File: config.mk
export PLATFORM = sky130hd
export DESIGN_NAME = grid_ship_placer_flat
export DESIGN_NICKNAME = d
export VERILOG_FILES = /design/src/rtl/grid_ship_placer_if.sv /design/src/rtl/grid_ship_placer.sv /design/src/flat_wrapper.sv
export SDC_FILE = /design/constraint.sdc
export NUM_CORES = 1
export LEC_CHECK = 0
export BUFFER_PORTS_ARGS = -buffer_cell sky130_fd_sc_hd__clkbuf_2
export CAP_MARGIN = 15
export CORE_MARGIN = 5
export CORE_UTILIZATION = 30
export CTS_CLUSTER_SIZE = 40
export DETAILED_ROUTE_END_ITERATION = 6
export PLACE_DENSITY = 0.52
export SLEW_MARGIN = 15
export SYNTH_ARGS = -nofsm -noshare
export SYNTH_HDL_FRONTEND = slang
export SYNTH_SLANG_ARGS = --single-unit
File: constraint.sdc
create_clock -name clk -period 2.1 [get_ports clk]
set_input_delay 0.105 -clock clk [delete_from_list [all_inputs] [get_ports clk]]
set_output_delay 0.105 -clock clk [all_outputs]
set_load 0.005 [all_outputs]
File: src/rtl/grid_ship_placer_if.sv
// Placement command channel plus the grid RAM read/write port of grid_ship_placer.
// The slave modport is the placer's view; the master modport is the UI/RAM side.
interface grid_ship_placer_if;
  logic       cmd_valid;
  logic       cmd_ready;
  logic [3:0] cmd_x;
  logic [3:0] cmd_y;
  logic [2:0] cmd_len;
  logic       cmd_vertical;
  logic       done;
  logic       ok;
  logic [7:0] mem_addr;
  logic       mem_we;
  logic [1:0] mem_wdata;
  logic [1:0] mem_rdata;

  modport master (
    output cmd_valid, cmd_x, cmd_y, cmd_len, cmd_vertical, mem_rdata,
    input  cmd_ready, done, ok, mem_addr, mem_we, mem_wdata
  );

  modport slave (
    input  cmd_valid, cmd_x, cmd_y, cmd_len, cmd_vertical, mem_rdata,
    output cmd_ready, done, ok, mem_addr, mem_we, mem_wdata
  );
endinterface

File: src/rtl/grid_ship_placer.sv
// Ship placement controller: bounds-checks a command, scans the target cells for
// collisions through a 1-cycle-latency RAM port, then writes the ship cells.
module grid_ship_placer #(
  parameter int GRID_SIZE = 10,
  parameter int MAX_LEN   = 4
) (
  input  logic                clk,
  input  logic                rst,
  grid_ship_placer_if.slave   bus
);

  typedef enum logic [1:0] {IDLE, CHECK, WRITE, DONE} state_t;

  localparam logic [4:0] GRID_S = 5'(GRID_SIZE);
  localparam logic [2:0] MAX_L  = 3'(MAX_LEN);

  state_t     state_r;
  logic [3:0] x_r;
  logic [3:0] y_r;
  logic [2:0] len_r;
  logic       vert_r;
  logic [2:0] cnt_r;
  logic       cmd_ready_r;
  logic       done_r;
  logic       ok_r;
  logic       mem_we_r;
  logic [7:0] mem_addr_r;

  logic [4:0] start_s;
  logic [4:0] end_s;
  logic       bounds_ok_s;
  logic [2:0] cnt_next_s;

  // Address of cell idx of a ship; only used once bounds are known to fit.
  function automatic logic [7:0] cell_addr(input logic [3:0] x, input logic [3:0] y,
                                           input logic vert, input logic [2:0] idx);
    logic [3:0] row;
    logic [3:0] col;
    if (vert) begin
      row = y + {1'b0, idx};
      col = x;
    end else begin
      row = y;
      col = x + {1'b0, idx};
    end
    return {row, col};
  endfunction

  // Bounds check on the incoming command, 5 bits wide so the end coordinate cannot wrap.
  always_comb begin
    start_s = 5'd0;
    if (bus.cmd_vertical) begin
      start_s = {1'b0, bus.cmd_y};
    end else begin
      start_s = {1'b0, bus.cmd_x};
    end
    end_s       = start_s + {2'b00, bus.cmd_len} - 5'd1;
    bounds_ok_s = (bus.cmd_len != 3'd0) && (bus.cmd_len <= MAX_L) &&
                  ({1'b0, bus.cmd_x} < GRID_S) && ({1'b0, bus.cmd_y} < GRID_S) &&
                  (end_s < GRID_S);
    cnt_next_s  = cnt_r + 3'd1;
  end

  // Placement FSM; every output is a register so nothing from cmd_* reaches a port combinationally.
  always_ff @(posedge clk or posedge rst) begin
    if (rst) begin
      state_r     <= IDLE;
      x_r         <= 4'd0;
      y_r         <= 4'd0;
      len_r       <= 3'd0;
      vert_r      <= 1'b0;
      cnt_r       <= 3'd0;
      cmd_ready_r <= 1'b1;
      done_r      <= 1'b0;
      ok_r        <= 1'b0;
      mem_we_r    <= 1'b0;
      mem_addr_r  <= 8'h00;
    end else begin
      case (state_r)
        IDLE: begin
          done_r <= 1'b0;
          if (bus.cmd_valid && cmd_ready_r) begin
            x_r         <= bus.cmd_x;
            y_r         <= bus.cmd_y;
            len_r       <= bus.cmd_len;
            vert_r      <= bus.cmd_vertical;
            cmd_ready_r <= 1'b0;
            if (bounds_ok_s) begin
              state_r    <= CHECK;
              cnt_r      <= 3'd0;
              mem_addr_r <= {bus.cmd_y, bus.cmd_x};
            end else begin
              state_r <= DONE;
              done_r  <= 1'b1;
              ok_r    <= 1'b0;
            end
          end
        end
        CHECK: begin
          // Read data trails the address by one cycle, so it belongs to cell cnt_r-1.
          if ((cnt_r != 3'd0) && (bus.mem_rdata != 2'b00)) begin
            state_r <= DONE;
            done_r  <= 1'b1;
            ok_r    <= 1'b0;
          end else if (cnt_r == len_r) begin
            state_r    <= WRITE;
            cnt_r      <= 3'd0;
            mem_we_r   <= 1'b1;
            mem_addr_r <= cell_addr(x_r, y_r, vert_r, 3'd0);
          end else begin
            cnt_r <= cnt_next_s;
            if (cnt_next_s < len_r) begin
              mem_addr_r <= cell_addr(x_r, y_r, vert_r, cnt_next_s);
            end else begin
              mem_addr_r <= mem_addr_r;
            end
          end
        end
        WRITE: begin
          if (cnt_r == (len_r - 3'd1)) begin
            state_r  <= DONE;
            mem_we_r <= 1'b0;
            done_r   <= 1'b1;
            ok_r     <= 1'b1;
          end else begin
            cnt_r      <= cnt_next_s;
            mem_addr_r <= cell_addr(x_r, y_r, vert_r, cnt_next_s);
          end
        end
        DONE: begin
          state_r     <= IDLE;
          done_r      <= 1'b0;
          cmd_ready_r <= 1'b1;
        end
        default: begin
          state_r     <= IDLE;
          done_r      <= 1'b0;
          mem_we_r    <= 1'b0;
          cmd_ready_r <= 1'b1;
        end
      endcase
    end
  end

  assign bus.cmd_ready = cmd_ready_r;
  assign bus.done      = done_r;
  assign bus.ok        = ok_r;
  assign bus.mem_addr  = mem_addr_r;
  assign bus.mem_we    = mem_we_r;
  assign bus.mem_wdata = 2'b01;

endmodule

File: src/flat_wrapper.sv
// flat-port wrapper written by rule: the top's interface ports become plain ports
module grid_ship_placer_flat 
#(
  parameter int GRID_SIZE = 10,
  parameter int MAX_LEN   = 4
)
  (clk, rst, bus_cmd_valid, bus_cmd_x, bus_cmd_y, bus_cmd_len, bus_cmd_vertical, bus_mem_rdata, bus_cmd_ready, bus_done, bus_ok, bus_mem_addr, bus_mem_we, bus_mem_wdata);
  grid_ship_placer_if bus_i ();
  input  logic clk;
  input  logic rst;
  input wire logic [$bits(bus_i.cmd_valid)-1:0] bus_cmd_valid;
  input wire logic [$bits(bus_i.cmd_x)-1:0] bus_cmd_x;
  input wire logic [$bits(bus_i.cmd_y)-1:0] bus_cmd_y;
  input wire logic [$bits(bus_i.cmd_len)-1:0] bus_cmd_len;
  input wire logic [$bits(bus_i.cmd_vertical)-1:0] bus_cmd_vertical;
  input wire logic [$bits(bus_i.mem_rdata)-1:0] bus_mem_rdata;
  output wire logic [$bits(bus_i.cmd_ready)-1:0] bus_cmd_ready;
  output wire logic [$bits(bus_i.done)-1:0] bus_done;
  output wire logic [$bits(bus_i.ok)-1:0] bus_ok;
  output wire logic [$bits(bus_i.mem_addr)-1:0] bus_mem_addr;
  output wire logic [$bits(bus_i.mem_we)-1:0] bus_mem_we;
  output wire logic [$bits(bus_i.mem_wdata)-1:0] bus_mem_wdata;
  assign bus_i.cmd_valid = bus_cmd_valid;
  assign bus_i.cmd_x = bus_cmd_x;
  assign bus_i.cmd_y = bus_cmd_y;
  assign bus_i.cmd_len = bus_cmd_len;
  assign bus_i.cmd_vertical = bus_cmd_vertical;
  assign bus_i.mem_rdata = bus_mem_rdata;
  assign bus_cmd_ready = bus_i.cmd_ready;
  assign bus_done = bus_i.done;
  assign bus_ok = bus_i.ok;
  assign bus_mem_addr = bus_i.mem_addr;
  assign bus_mem_we = bus_i.mem_we;
  assign bus_mem_wdata = bus_i.mem_wdata;
  grid_ship_placer #(.GRID_SIZE(GRID_SIZE), .MAX_LEN(MAX_LEN)) u_core (.clk(clk), .rst(rst), .bus(bus_i));
endmodule
**Word-level counts from Yosys, hierarchy flattened**

Cells that the tools add are included.

- Bits in registers: 29
- Bits of input ports: 17
- Output and inout bits: 14

- Magnitude comparators: 5
- Eq/ne operators: 15
- Muxes and demuxes: 37
- Reduce and logical (&&, ||, !) cells: 21
- Add/sub/neg operators: 6

Operators by type and width:

| operator | count |
|---|---|
| 8-bit two-way mux | 6 |
| 8-bit one-hot mux with 3 select lines | 1 |
| 3-bit two-way mux | 5 |
| 4-bit two-way mux | 3 |
| 1-bit two-way mux | 11 |
| 2-bit two-way mux | 5 |
| 2-bit by 1-bit inequality test with 1-bit output, second input constant | 5 |
| 5-bit AND reduction | 2 |
| 3-bit one-hot mux with 3 select lines | 1 |
| 3-bit nonzero test | 3 |
| 4-bit by 3-bit adder with 4-bit output | 2 |
| 4-bit < comparator, second input constant | 2 |
| 2-bit one-hot mux with 4 select lines | 1 |
| 3-bit equality test | 2 |
| 1-bit logical AND | 6 |
| 2-bit inequality test, second input constant | 3 |
| 3-bit by 1-bit inequality test with 1-bit output, second input constant | 2 |
| 2-bit AND reduction | 3 |
| 6-bit AND reduction | 1 |
| 2-bit nonzero test | 3 |
| 4-bit by 3-bit adder with 5-bit output | 1 |
| 5-bit by 4-bit < comparator with 1-bit output, second input constant | 1 |
| 5-bit by 1-bit subtractor with 5-bit output, second input constant | 1 |
| 2-bit equality test, second input constant | 2 |
| other kinds (11) | 12 |

**Depth between registers and ports, before layout**

Gate-level depths: netlist of run 1.

- Depth in word-level cells: 8
- Depth in mapped cells: 12
- Gate-level depth less buffers: 11

**Worst setup path before layout of run 1**

Ideal clock, no wire load.

- Path kind: input to register
- From: input bus_cmd_vertical
- To: register u_core.ok_r, in the netlist u_core.bus.ok
- Required time: 1.975 ns
- Path buffers: 1
- Library setup time: 0.125 ns
- Stages on the path: 11
- Data arrival time: 2.383 ns
- Setup slack: -0.408 ns
- Path through: buf_6 and2b_2 a211o_2 ha_1 fa_1 xor2_1 o21ai_0 nand2_1 nor3_1 a2111oi_2 mux2_4

- Cells in the longest elaborated chain, start to end: 7

RTL lines:

| element | RTL line | RTL |
|---|---|---|
| start, declared | flat_wrapper.sv:15 | `input wire logic [$bits(bus_i.cmd_vertical)-1:0] bus_cmd_vertical;` |
| 4-bit two-way mux | grid_ship_placer.sv:52 | `if (bus.cmd_vertical) begin` |
| 4-bit by 3-bit adder with 5-bit output | grid_ship_placer.sv:57 | `end_s = start_s + {2'b00, bus.cmd_len} - 5'd1;` |
| 5-bit by 1-bit subtractor with 5-bit output | grid_ship_placer.sv:57 |  |
| 5-bit by 4-bit < comparator with 1-bit output | grid_ship_placer.sv:60 | `(end_s < GRID_S);` |
| 1-bit logical AND | grid_ship_placer.sv:59 | `({1'b0, bus.cmd_x} < GRID_S) && ({1'b0, bus.cmd_y} < GRID_S) &&` |
| 2-bit inequality test (no source line) | n/a |  |
| 5-bit AND reduction (no source line) | n/a |  |
| end signal, assigned | grid_ship_placer.sv:75 | `ok_r <= 1'b0;` |
| end signal, assigned | grid_ship_placer.sv:95 | `ok_r <= 1'b0;` |
| end signal, assigned | grid_ship_placer.sv:104 | `ok_r <= 1'b0;` |
| end, declared | grid_ship_placer.sv:25 | `logic ok_r;` |

No other way between the ends.
A chain may end at the register's enable or synchronous reset.

**Worst setup path in the final report of run 1**

- From: register u_core.cnt_r[0]
- To: register u_core.mem_addr_r[3], in the netlist u_core.bus.mem_addr[3]

- Cells in the longest elaborated chain, start to end: 7
- Elaborated cells between the ends (all ways): 17
- Those cells by class: add/sub: 2; order compare: 1; eq/ne: 5; mux: 6; reduce/logical: 3

RTL lines:

| element | RTL line | RTL |
|---|---|---|
| start, declared | grid_ship_placer.sv:22 | `logic [2:0] cnt_r;` |
| start signal, assigned | grid_ship_placer.sv:111 | `cnt_r <= cnt_next_s;` |
| start signal, assigned | grid_ship_placer.sv:126 | `cnt_r <= cnt_next_s;` |
| 3-bit by 1-bit adder with 3-bit output | grid_ship_placer.sv:61 | `cnt_next_s = cnt_r + 3'd1;` |
| 4-bit by 3-bit adder with 4-bit output | grid_ship_placer.sv:44 | `col = x + {1'b0, idx};` |
| 4-bit two-way mux | grid_ship_placer.sv:39 | `if (vert) begin` |
| 8-bit two-way mux | grid_ship_placer.sv:112 | `if (cnt_next_s < len_r) begin` |
| 8-bit two-way mux | grid_ship_placer.sv:105 | `end else if (cnt_r == len_r) begin` |
| 8-bit two-way mux | grid_ship_placer.sv:101 | `if ((cnt_r != 3'd0) && (bus.mem_rdata != 2'b00)) begin` |
| 8-bit one-hot mux with 3 select lines | grid_ship_placer.sv:79 | `case (state_r)` |
| end signal, assigned | grid_ship_placer.sv:109 | `mem_addr_r <= cell_addr(x_r, y_r, vert_r, 3'd0);` |
| end signal, assigned | grid_ship_placer.sv:113 | `mem_addr_r <= cell_addr(x_r, y_r, vert_r, cnt_next_s);` |
| end signal, assigned | grid_ship_placer.sv:115 | `mem_addr_r <= mem_addr_r;` |
| end, declared | grid_ship_placer.sv:27 | `logic [7:0] mem_addr_r;` |

Parallel ways exist; a longest one is shown, timed or not. The select of a mux whose other input is x is not followed.

==> results of run 1 <==
## cell type report
| class | instances | area share |
|---|---|---|
| clock buffer | 7 | 0.0296 |
| clock inverter | 1 | 0.00154 |
| inverter | 28 | 0.0331 |
| multi-input combinational | 169 | 0.506 |
| sequential | 29 | 0.224 |
| tap | 99 | 0.0380 |
| timing repair buffer | 78 | 0.168 |
## worst paths after layout
kind                                        start                      to  slack (ns)
setup / recovery                  u_core.cnt_r[0]  u_core.bus.mem_addr[3]       -0.06
hold / removal                      bus_cmd_valid    u_core.bus.cmd_ready        0.17
setup reg to reg                  u_core.cnt_r[0]  u_core.bus.mem_addr[3]       -0.06
hold reg to reg            u_core.bus.mem_addr[7]  u_core.bus.mem_addr[7]        0.52
max in group asynchronous                     rst    u_core.bus.cmd_ready        1.36
min in group asynchronous                     rst  u_core.bus.mem_addr[2]        0.43
## cell families after synthesis
| group | count (synthesis) | synth area share |
|---|---|---|
| flip-flops | 29 | 0.317 |
| XOR/XNOR | 11 | 0.0513 |
| other | 2 | 0.00327 |
| buffers and inverters | 37 | 0.0703 |
| multiplexers | 24 | 0.135 |
| adder cells (fa/ha/maj) | 25 | 0.146 |
| AO/OA/AOI/OAI | 51 | 0.152 |
| AND/OR/NAND/NOR | 56 | 0.125 |
## flip-flops by register name, summed over array words and instances, names as in the netlist
signal	cells
u_core.bus.mem_addr	8
u_core.x_r	4
u_core.y_r	4
u_core.cnt_r	3
u_core.len_r	3
u_core.state_r	2
u_core.bus.cmd_ready	1
u_core.bus.done	1
u_core.bus.mem_we	1
u_core.bus.ok	1
u_core.vert_r	1
## timing repair
item	4_1_cts	5_1_grt
endpoints found under the setup margin	14	14
buffers inserted	2	5
endpoints found under the hold margin	28	0
gates resized for setup	20	24
pin swaps	7	13
hold buffers	1	0
## report_power, final
group / switching [W] / internal [W]
Sequential: 0.000255 / 0.000828
Clock: 0.000226 / 0.000296
Combinational: 0.00168 / 0.00191
Total: 0.00216 / 0.00304
## metrics by stage
stage | instances | utilization | setup WS (ns) | area [sq um]
floorplan | 235 | - | -0.294 | 2330
global placement | 396 | 0.387 | -0.403 | 2850
detailed placement | 396 | 0.387 | -0.442 | 2850
CTS | 406 | 0.417 | -0.0788 | 3070
global route | 411 | 0.442 | -0.144 | 3260
finish | 411 | 0.442 | -0.0599 | 3260
## worst max-delay path, stage by stage, from the launching register on
cell and delay [ns]:
dfrtp_2 0.44, inv_2 0.10, ha_4 0.22, buf_8 0.14, ha_4 0.21, a211oi_2 0.26, nor3_2 0.08, xnor2_1 0.17
o221ai_1 0.14, mux2_4 0.28
## Yosys cell counts, drive strengths merged, types with 2 or more instances
cell    instances  share of area
nor2           10          0.016
mux2i           5          0.027
a21oi          12          0.029
nand3           4         0.0087
nand2          20          0.036
mux2           19           0.11
buf             5          0.018
xnor2           7          0.030
inv            28          0.046
o211ai          2         0.0065
ha             22           0.12
xor2            3          0.011
o221ai          4          0.015
dfrtp          28           0.31
nor3            4         0.0087
a21boi          2         0.0065
conb            2         0.0033
clkbuf          4         0.0065
nand4           3         0.0082
a31oi           2         0.0055
a211o           3          0.012
o22ai           2         0.0055
fa              3          0.026
o21ai          17          0.037
nand2b          4          0.012
nor2b           2         0.0055
and3            3         0.0082
## routing by layer
metal,global-route usage,vias up,share of wire
li1,-,966,-
met1,0.174,896,0.47
met2,0.201,46,0.47
met3,0.0244,2,0.053
met4,0.0415,0,0.010
met5,0,-,0
==> results_tabular.tex, run 1 <==
\begin{tabular}{lr}
\hline
Metric & Value \\
\hline
\multicolumn{2}{l}{\textbf{Floorplan}} \\
\quad Chip height & 97.5 um \\
\quad Boundary Pins & 31 \\
\quad Floorplan die area & 9500 sq um \\
\quad Row count & 31 \\
\quad Total core area & 7370 sq um \\
\quad Die span in x & 97.5 um \\
\quad Initial Util & 0.311 \\
\multicolumn{2}{l}{\textbf{Power}} \\
\quad Static Leakage & 1.55 nW \\
\quad Power Dens Cells & 1600 nW/um\^{}2 \\
\quad Worst ir drop on vdd & 0.490 mV \\
\quad Sum of internal, switching and leakage power & 0.00519 W \\
\multicolumn{2}{l}{\textbf{STA}} \\
\quad Setup repair after global routing missed its margin & true \\
\quad Tightest hold margin & 0.174 ns \\
\quad Shortest clock period the worst path allows after layout & 2.16 ns \\
\quad Count of final setup violators & 9 \\
\quad Summed negative setup slack over all endpoints & -0.305 ns \\
\quad Final-report hold violation count & 0 \\
\quad Max-slew violation count & 0 \\
\quad Fmax & 463 MHz \\
\quad Final critical-path share of the clock period & 1.03 \\
\quad Final clock skew & 0.00202 ns \\
\quad Final Worst Setup Slack & -0.0599 ns \\
\multicolumn{2}{l}{\textbf{Logic synthesis}} \\
\quad Number of warnings reported in the yosys synthesis log & 0 \\
\quad Unique cell type count in the Yosys netlist & 51 \\
\quad Post-synth top flop & dfrtp\_1 \\
\quad Post-synthesis instance area & 2290 sq um \\
\quad Share of synthesized flip-flops with an asynchronous set or reset & 1.00 \\
\quad Post-synthesis sequential area ratio & 0.317 \\
\quad Number of cells produced by synthesis & 235 \\
\quad Mean cell area of the mapped netlist & 9.76 sq um \\
\quad Number of enable-type register cells in the synthesized netlist & 0 \\
\quad Number of nets in the synthesized netlist & 277 \\
\quad Yosys reg bits & 29 \\
\multicolumn{2}{l}{\textbf{Route}} \\
\quad Via count & 1,910 \\
\quad Average routed wire per standard cell & 14.5 um \\
\quad Count of nets left with antenna violations after detail routing & 0 \\
\quad Pre-Repair DR Iteration Count & 4 \\
\quad Wirelength, routed & 5940 um \\
\quad Initial DRC count & 64 \\
\quad Post-detailed-route DRC marker count & 0 \\
\quad Ratio of routed vias to standard cells & 4.65 \\
\multicolumn{2}{l}{\textbf{CTS}} \\
\quad Number of buffers inserted during clock tree synthesis & 5 \\
\quad Maximum number of buffers from clock root to sink & 2 \\
\quad Sink Count & 29 \\
\quad TritonCTS clock tree & built \\
\quad H-tree levels & 2 \\
\quad Clock transition at path regs & 0.07 ns \\
\quad Library cell used as clock root buffer & clkbuf\_8 \\
\quad Later-pin clock latency in the skew report & 0.28 ns \\
\multicolumn{2}{l}{\textbf{Setup path}} \\
\quad Largest fanout of any net on the critical path & 4 \\
\quad Length in cells of the worst reg-to-reg path & 9 \\
\quad Worst Path Arrival & 2.32 ns \\
\quad Worst setup path category & register to register \\
\quad Critical Path Sink Type & register \\
\quad CP required & 2.26 ns \\
\quad Category of the worst setup path launch point & register \\
\multicolumn{2}{l}{\textbf{Placement}} \\
\quad Quantity of I/O buffers inserted on ports & 28 \\
\quad GPL Wtd Cong & 0.849 \\
\quad Placed wire-length estimate & 4510 um \\
\multicolumn{2}{l}{\textbf{Run status}} \\
\quad Violated checks & setup timing \\
\quad Run status & complete, but fails checks \\
\multicolumn{2}{l}{\textbf{Final layout}} \\
\quad Area Growth Syn to Fin & 41.9\% \\
\quad \# fillers & 742 \\
\quad Final Net Count & 353 \\
\quad Layout cells sized above 1 & 0.478 \\
\quad Area occupied by multi-input gates & 1650 sq um \\
\quad Flip-flop and latch area & 729 sq um \\
\quad Leading cell types in the layout, fill and taps excluded & buf\_4 (45), clkbuf\_2 (27), dfrtp\_1 (26), inv\_1 (24), nand2\_1 (17) \\
\quad Count of antenna diodes in the layout & 0 \\
\quad Leading cell type in the layout, fill and taps excluded & buf\_4 \\
\multicolumn{2}{l}{\textbf{Global route}} \\
\quad Aggregate global-route resource usage & 0.127 \\
\quad Pin count of the biggest net entering global routing & 30 \\
\quad Wire length of the first global-routing pass & 9800 um \\
\quad Via count of the first global-routing pass & 1,947 \\
\quad Number of antenna violations at the first check in global routing & 0 \\
\quad Remaining global-route overflow & 0 \\
\multicolumn{2}{l}{\textbf{Min path}} \\
\quad Path class of the lowest-slack min-delay path & primary input to register \\
\quad Hold-critical path depth & 4 \\
\multicolumn{2}{l}{\textbf{Flow run}} \\
\quad Number of maximum-capacitance violations & 0 \\
\hline
\end{tabular}
Power figures use the tool's default switching activity.
==> inputs of run 2 (changes only) <==
--- a/config.mk
+++ b/config.mk
@@ -11,7 +11,7 @@
 export CORE_UTILIZATION = 30
 export CTS_CLUSTER_SIZE = 40
 export DETAILED_ROUTE_END_ITERATION = 6
-export PLACE_DENSITY = 0.52
+export PLACE_DENSITY = 0.5
 export SLEW_MARGIN = 15
 export SYNTH_ARGS = -nofsm -noshare
 export SYNTH_HDL_FRONTEND = slang
==> constraint.sdc (replaced) <==
create_clock -name clk -period 2.2 [get_ports clk]
set_input_delay 0.11 -clock clk [delete_from_list [all_inputs] [get_ports clk]]
set_output_delay 0.11 -clock clk [all_outputs]
set_load 0.005 [all_outputs]
==> run 2 against run 1 <==
The run now ends clean. Clock power is 4.8% lower. Register-to-register slack better by 0.096 ns. Die area stayed put. Critical path type is now primary input to register. Critical endpoint is now u_core.cnt_r[0].
==> results_tabular.tex, run 2 (synthesis results as in run 1) <==
\begin{tabular}{lr}
\hline
Metric & Value \\
\hline
\multicolumn{2}{l}{\textbf{CTS}} \\
\quad Sink Count & 29 (unchanged) \\
\quad Number of buffers inserted during clock tree synthesis & 5 (unchanged) \\
\quad Library cell used as clock root buffer & clkbuf\_8 \\
\quad Clock transition at path regs & 0.06 ns (about the same) \\
\quad H-tree levels & 2 (unchanged) \\
\quad TritonCTS clock tree & built \\
\quad Maximum number of buffers from clock root to sink & 2 (unchanged) \\
\quad Later-pin clock latency in the skew report & 0.28 ns (about the same) \\
\multicolumn{2}{l}{\textbf{STA}} \\
\quad Summed negative setup slack over all endpoints & 0 ns (+0.305 ns) \\
\quad Final critical-path share of the clock period & 0.984 \\
\quad Worst-margin pin slew & 0.668 ns \\
\quad Final clock skew & 0.00525 ns (+0.00323 ns) \\
\quad Count of final setup violators & 0 (-9) \\
\quad Max-slew headroom & 0.554 \\
\quad Max-slew violation count & 0 (unchanged) \\
\quad Shortest clock period the worst path allows after layout & 2.16 ns \\
\quad Setup repair after global routing missed its margin & true \\
\quad Fmax & 462 MHz \\
\quad Final-report hold violation count & 0 (unchanged) \\
\multicolumn{2}{l}{\textbf{Route}} \\
\quad Ratio of routed vias to standard cells & 4.69 (+0.83\%) \\
\quad Wirelength, routed & 5850 um (-1.6\%) \\
\quad Initial DRC count & 74 (+16\%) \\
\quad Average routed wire per standard cell & 14.6 um (+0.87\%) \\
\quad Post-detailed-route DRC marker count & 0 (unchanged) \\
\quad Via count & 1,879 (-1.6\%) \\
\quad Pre-Repair DR Iteration Count & 4 (unchanged) \\
\quad Count of nets left with antenna violations after detail routing & 0 (unchanged) \\
\multicolumn{2}{l}{\textbf{Final layout}} \\
\quad Leading cell type in the layout, fill and taps excluded & buf\_4 \\
\quad Flip-flop count of the largest register, all copies and words added & 8 (unchanged) \\
\quad Leading cell types in the layout, fill and taps excluded & buf\_4 (39), dfrtp\_1 (28), clkbuf\_2 (27), inv\_1 (24), nand2\_1 (18) \\
\quad Area Growth Syn to Fin & 33.6\% \\
\quad Flip-flop and latch area & 727 sq um (-0.34\%) \\
\quad Share of the core filled with cells & 0.416 (-0.0258) \\
\quad Final Net Count & 343 (-2.8\%) \\
\quad Layout cells sized above 1 & 0.437 (-0.0405) \\
\quad \# fillers & 755 (+1.8\%) \\
\quad Count of antenna diodes in the layout & 0 (unchanged) \\
\quad Area occupied by multi-input gates & 1560 sq um (-5.5\%) \\
\multicolumn{2}{l}{\textbf{Power}} \\
\quad Power Dens Cells & 1530 nW/um\^{}2 (-4.1\%) \\
\quad Sum of internal, switching and leakage power & 0.00469 W (-9.7\%) \\
\quad Worst ir drop on vdd & 0.479 mV (-2.3\%) \\
\quad Static Leakage & 1.49 nW (-3.8\%) \\
\multicolumn{2}{l}{\textbf{Floorplan}} \\
\quad Floorplan die area & 9500 sq um (unchanged) \\
\quad Total core area & 7370 sq um (unchanged) \\
\quad Row count & 31 (unchanged) \\
\quad Die span in x & 97.5 um (unchanged) \\
\quad Chip height & 97.5 um (unchanged) \\
\quad Boundary Pins & 31 (unchanged) \\
\quad Initial Util & 0.311 (unchanged) \\
\multicolumn{2}{l}{\textbf{Flow run}} \\
\quad Number of maximum-capacitance violations & 0 (unchanged) \\
\multicolumn{2}{l}{\textbf{Setup path}} \\
\quad CP required & 2.37 ns (+0.11 ns) \\
\quad Largest fanout of any net on the critical path & 5 (+1) \\
\quad Critical Path Sink Type & register \\
\quad Worst setup path category & primary input to register \\
\quad Category of the worst setup path launch point & primary input \\
\quad Worst Path Arrival & 2.33 ns (about the same) \\
\multicolumn{2}{l}{\textbf{Min path}} \\
\quad Path class of the lowest-slack min-delay path & primary input to register \\
\multicolumn{2}{l}{\textbf{Global route}} \\
\quad Number of antenna violations at the first check in global routing & 0 (unchanged) \\
\quad Wire length of the first global-routing pass & 9910 um (+1.1\%) \\
\quad Pin count of the biggest net entering global routing & 19 (-37\%) \\
\quad Aggregate global-route resource usage & 0.129 (+0.00159) \\
\quad Via count of the first global-routing pass & 1,956 (+0.46\%) \\
\quad Remaining global-route overflow & 0 (unchanged) \\
\multicolumn{2}{l}{\textbf{Run status}} \\
\quad Run status & complete, no violations \\
\multicolumn{2}{l}{\textbf{Placement}} \\
\quad GPL Wtd Cong & 0.869 (+2.4\%) \\
\quad Placed wire-length estimate & 4720 um (+4.6\%) \\
\quad Quantity of I/O buffers inserted on ports & 28 (unchanged) \\
\hline
\end{tabular}
==> run 2: changes by cell type in the layout (fill, tap and decap cells not counted), moves of 2 or more <==
cell and change:
ha_2 +2, ha_1 +2, dfrtp_1 +2, buf_6 -3
buf_4 -6, dfrtp_2 -2, ha_4 -4
==> run 2: stage by stage <==
step                      hold slack (ns)  setup slack [ns]  area, sq um  cells
after floorplan                     0.187            -0.199         2330    235
after global placement              0.237            -0.311         2810    390
after detailed placement            0.236            -0.343         2810    390
after CTS                           0.178         -0.000425         2950    399
after global routing                0.193           -0.0860         3070    401
final                               0.179            0.0358         3070    401
==> run 2: per-layer routing <==
metal | vias up | share of wire | track usage | routed length [um]
met2 | 46 | 0.46 | 0.206 | 2670
met4 | 0 | 0.012 | 0.0458 | 73
met3 | 5 | 0.042 | 0.0208 | 244
met5 | - | 0 | 0 | 0
li1 | 940 | - | - | -
met1 | 888 | 0.49 | 0.175 | 2870
==> run 2: area by class of cell <==
| class | count | area share |
|---|---|---|
| clock buffers | 7 | 0.0314 |
| clock inverters | 1 | 0.00163 |
| inverters | 28 | 0.0343 |
| multi-input cells | 169 | 0.507 |
| flip-flops and latches | 29 | 0.237 |
| well taps | 99 | 0.0404 |
| repair buffers | 68 | 0.148 |
==> run 2: path summary, 6_finish.rpt <==
kind	cells after the start	slack [ns]	startpoint	to
max	12	0.04	bus_cmd_vertical	u_core.cnt_r[0]
min	3	0.18	bus_cmd_x[3]	u_core.x_r[3]
max reg2reg	7	0.04	u_core.cnt_r[0]	u_core.bus.mem_addr[4]
min reg2reg	1	0.51	u_core.bus.mem_addr[5]	u_core.bus.mem_addr[5]
max in group asynchronous	4	1.10	rst	u_core.x_r[3]
min in group asynchronous	3	0.45	rst	u_core.bus.mem_addr[7]
==> run 2: power breakdown <==
part	total, W	switching [W]	internal, W
combinational	0.00318	0.00152	0.00166
sequential	0.00102	0.000228	0.000789
clock	0.000497	0.000215	0.000283
==> run 2: repair_timing <==
| action | in CTS | in global routing |
|---|---|---|
| pin swaps | 2 | 8 |
| hold buffers | 1 | 0 |
| gates resized for setup | 6 | 24 |
| hold endpoints to repair | 14 | 0 |
| setup buffers | 0 | 2 |
| endpoints found under the setup margin | 10 | 14 |
==> run 2: critical path, cell delays in order <==
cell	delay, ns
buf_8	0.09
mux2i_1	0.21
ha_1	0.27
inv_2	0.07
ha_4	0.14
fa_2	0.43
o21ai_2	0.15
nand2_2	0.10
o31ai_4	0.25
buf_4	0.18
nand2b_4	0.06
mux2_4	0.29
==> inputs of run 3 (changes only) <==
--- a/config.mk
+++ b/config.mk
@@ -8,10 +8,11 @@
 export BUFFER_PORTS_ARGS = -buffer_cell sky130_fd_sc_hd__clkbuf_2
 export CAP_MARGIN = 15
 export CORE_MARGIN = 5
-export CORE_UTILIZATION = 30
+export CORE_UTILIZATION = 40
 export CTS_CLUSTER_SIZE = 40
 export DETAILED_ROUTE_END_ITERATION = 6
-export PLACE_DENSITY = 0.5
+export GPL_ROUTABILITY_DRIVEN = 0
+export PLACE_DENSITY = 0.62
 export SLEW_MARGIN = 15
 export SYNTH_ARGS = -nofsm -noshare
 export SYNTH_HDL_FRONTEND = slang
==> run 3 against run 2 <==
Combinational power fell by 5%. Clock skew rose by 0.0014 ns. First-iteration DRC count rose by 81%. Power fell by 4.8%. Register-to-register slack got worse by 0.03 ns. Clock-buffer cell count fell by 1. Hold slack got worse by 0.016 ns. Non-clock buffer count fell by 3. Critical path depth fell by 1. Global-route usage rose by 3.9 points. Largest power group unchanged.
==> results_tabular.tex, run 3 (synthesis results as in run 1) <==
\begin{tabular}{lr}
\hline
Metric & Value \\
\hline
\multicolumn{2}{l}{\textbf{Floorplan}} \\
\quad Total core area & 5540 sq um (-25\%) \\
\quad Chip height & 85.7 um (-12\%) \\
\quad Floorplan die area & 7350 sq um (-23\%) \\
\quad Boundary Pins & 31 (unchanged) \\
\quad Initial Util & 0.414 (+0.103) \\
\quad Row count & 27 (-13\%) \\
\quad Die span in x & 85.7 um (-12\%) \\
\multicolumn{2}{l}{\textbf{Setup path}} \\
\quad Worst setup path category & primary input to register \\
\quad Capturing point of the worst reg2reg path & u\_core.bus.mem\_addr[3] \\
\quad Length in cells of the worst reg-to-reg path & 9 (+2) \\
\quad CP required & 2.37 ns (about the same) \\
\quad Critical Path Sink Type & register \\
\quad Crit-path cells & buf\_8 > and2b\_2 > a211o\_2 > ha\_4 > fa\_2 > xor2\_2 > o21ai\_2 > nand2\_2 > o31ai\_4 > nand2\_4 > mux2\_4 \\
\quad Beginning of the worst register-to-register path & u\_core.cnt\_r[0] \\
\quad Stage delay of the slowest cell on the critical path & 0.36 ns (-0.07 ns) \\
\quad Slack of the worst reg-to-reg path & 0.009 ns (-0.03 ns) \\
\quad Worst Path Arrival & 2.36 ns (+0.03 ns) \\
\quad Category of the worst setup path launch point & primary input \\
\quad Largest fanout of any net on the critical path & 8 (+3) \\
\quad Critical Path Slowest Stage Cell & fa\_2 \\
\multicolumn{2}{l}{\textbf{Global route}} \\
\quad Aggregate global-route resource usage & 0.167 (+0.0386) \\
\quad Remaining global-route overflow & 0 (unchanged) \\
\quad Via count of the first global-routing pass & 1,976 (+1.0\%) \\
\quad Wire length of the first global-routing pass & 9590 um (-3.2\%) \\
\quad Number of antenna violations at the first check in global routing & 0 (unchanged) \\
\quad Pin count of the biggest net entering global routing & 30 (+11) \\
\multicolumn{2}{l}{\textbf{Placement}} \\
\quad Pre-CTS worst setup slack & -0.365 ns (-0.0220 ns) \\
\quad Placed wire-length estimate & 4390 um (-6.9\%) \\
\quad Quantity of I/O buffers inserted on ports & 28 (unchanged) \\
\quad Placement Cell Area & 2760 sq um (-1.7\%) \\
\multicolumn{2}{l}{\textbf{CTS}} \\
\quad Clock transition at path regs & 0.07 ns (about the same) \\
\quad H-tree levels & 2 (unchanged) \\
\quad Maximum number of buffers from clock root to sink & 2 (unchanged) \\
\quad Library cell used as clock root buffer & clkbuf\_8 \\
\quad TritonCTS clock tree & built \\
\quad Number of buffers inserted during clock tree synthesis & 5 (unchanged) \\
\quad Sink Count & 29 (unchanged) \\
\quad Later-pin clock latency in the skew report & 0.29 ns (about the same) \\
\multicolumn{2}{l}{\textbf{Min path}} \\
\quad Endpoint, Worst Hold & u\_core.x\_r[3] \\
\quad Hold Crit Start & bus\_cmd\_x[3] \\
\quad Path class of the lowest-slack min-delay path & primary input to register \\
\quad Hold-critical path depth & 3 (unchanged) \\
\multicolumn{2}{l}{\textbf{STA}} \\
\quad Fmax & 457 MHz (-1.2\%) \\
\quad Setup repair after global routing missed its margin & true \\
\quad Final-report hold violation count & 0 (unchanged) \\
\quad Final clock skew & 0.00665 ns (+0.00140 ns) \\
\quad Count of final setup violators & 0 (unchanged) \\
\quad Final critical-path share of the clock period & 0.996 (+0.0120) \\
\quad Final Worst Setup Slack & 0.00946 ns (-0.0263 ns) \\
\quad Tightest hold margin & 0.163 ns (-0.0164 ns) \\
\quad Max-slew violation count & 0 (unchanged) \\
\quad Shortest clock period the worst path allows after layout & 2.19 ns (+0.0263 ns) \\
\multicolumn{2}{l}{\textbf{Final layout}} \\
\quad Count of antenna diodes in the layout & 0 (unchanged) \\
\quad Layout cells sized above 1 & 0.385 (-0.0525) \\
\quad Final Net Count & 340 (-0.87\%) \\
\quad \# fillers & 514 (-32\%) \\
\quad Area Growth Syn to Fin & 28.0\% \\
\quad Share of the core filled with cells & 0.530 (+0.114) \\
\quad Leading cell type in the layout, fill and taps excluded & buf\_4 \\
\quad Leading cell types in the layout, fill and taps excluded & buf\_4 (34), dfrtp\_1 (28), inv\_1 (27), clkbuf\_2 (27), ha\_1 (19) \\
\quad Final design instance area without fill & 2940 sq um (-4.2\%) \\
\quad Flip-flop count of the largest register, all copies and words added & 8 (unchanged) \\
\multicolumn{2}{l}{\textbf{Route}} \\
\quad Count of nets left with antenna violations after detail routing & 0 (unchanged) \\
\quad Pre-Repair DR Iteration Count & 4 (unchanged) \\
\quad Via count & 1,899 (+1.1\%) \\
\quad Post-detailed-route DRC marker count & 0 (unchanged) \\
\quad Average routed wire per standard cell & 14.9 um (+2.5\%) \\
\quad Initial DRC count & 134 (+81\%) \\
\quad Wirelength, routed & 5550 um (-5.2\%) \\
\quad Ratio of routed vias to standard cells & 5.12 (+9.2\%) \\
\multicolumn{2}{l}{\textbf{Power}} \\
\quad Worst ir drop on vdd & 0.478 mV (-0.11\%) \\
\quad Power Dens Cells & 1520 nW/um\^{}2 (-0.65\%) \\
\quad Static Leakage & 1.46 nW (-1.5\%) \\
\multicolumn{2}{l}{\textbf{Run status}} \\
\quad Run status & complete, no violations \\
\multicolumn{2}{l}{\textbf{Flow run}} \\
\quad Number of maximum-capacitance violations & 0 (unchanged) \\
\hline
\end{tabular}
run 3: cell count changes in the layout (fill, tap and decap cells not counted), sizes merged:
| cell | delta |
|---|---|
| buf | -3 |
| clkbuf | -1 |
| clkinv | +1 |
run 3: stage by stage:
stage / setup TNS, ns / power [W] / std cells
after floorplan: -1.68 / 0.00300 / 235
after global placement: -3.43 / 0.00381 / 361
after detailed placement: -4.11 / 0.00388 / 361
after CTS: 0 / 0.00441 / 370
after global routing: -0.746 / 0.00487 / 371
final: 0 / 0.00446 / 371
run 3: final cells by class:
type / instances / area, sq um / area share
Clock inverter: 2 / 10.0 / 0.00341
Tap cell: 72 / 90.1 / 0.0307
Clock buffer: 6 / 72.6 / 0.0247
Multi-Input combinational cell: 169 / 1490 / 0.509
Timing Repair Buffer: 65 / 438 / 0.149
Sequential cell: 29 / 727 / 0.248
Inverter: 28 / 105 / 0.0358
run 3: how the worst max path moves through the flow:
stage | start | endpoint | slack (ns) | depth (start not counted)
after CTS | u_core.cnt_r[0] | u_core.bus.mem_addr[7] | 0.01 | 10
after global routing | u_core.cnt_r[0] | u_core.bus.mem_addr[6] | -0.09 | 9
after detailed placement | bus_cmd_vertical | u_core.bus.ok | -0.36 | 10
after global placement | bus_cmd_vertical | u_core.bus.ok | -0.30 | 10
final | bus_cmd_vertical | u_core.bus.mem_addr[5] | 0.009 | 11
after floorplan | bus_cmd_vertical | u_core.bus.ok | -0.20 | 10
run 3: where the power goes:
part | internal (W) | leakage [nW] | total [W] | switching [W]
Sequential | 0.000789 | 0.356 | 0.00101 | 0.000217
Combinational | 0.00158 | 1.06 | 0.00302 | 0.00145
Clock | 0.000219 | 0.0450 | 0.000434 | 0.000215
run 3: critical path, delay by kind of cell:
family,cells,cell delay (ns)
AO/OA/AOI/OAI,3,0.67
adder cells (fa/ha/maj),2,0.53
AND/OR/NAND/NOR,3,0.49
multiplexers,1,0.33
XOR/XNOR,1,0.16
buffers and inverters,1,0.08
run 3: timing repair:
item                                   in CTS  in global routing
pin swaps                                   2                  7
buffers inserted                            0                  1
setup endpoints to repair                  10                 14
hold buffers                                1                  0
resized for setup                           7                 10
endpoints found under the hold margin      28                  0
run 3: metal layers:
layer	global-route usage	share of wire	vias up	wire [um]
li1	-	-	934	-
met1	0.212	0.45	899	2520
met2	0.268	0.46	51	2580
met3	0.0327	0.047	15	261
met4	0.0892	0.033	0	184
met5	0	0	-	0
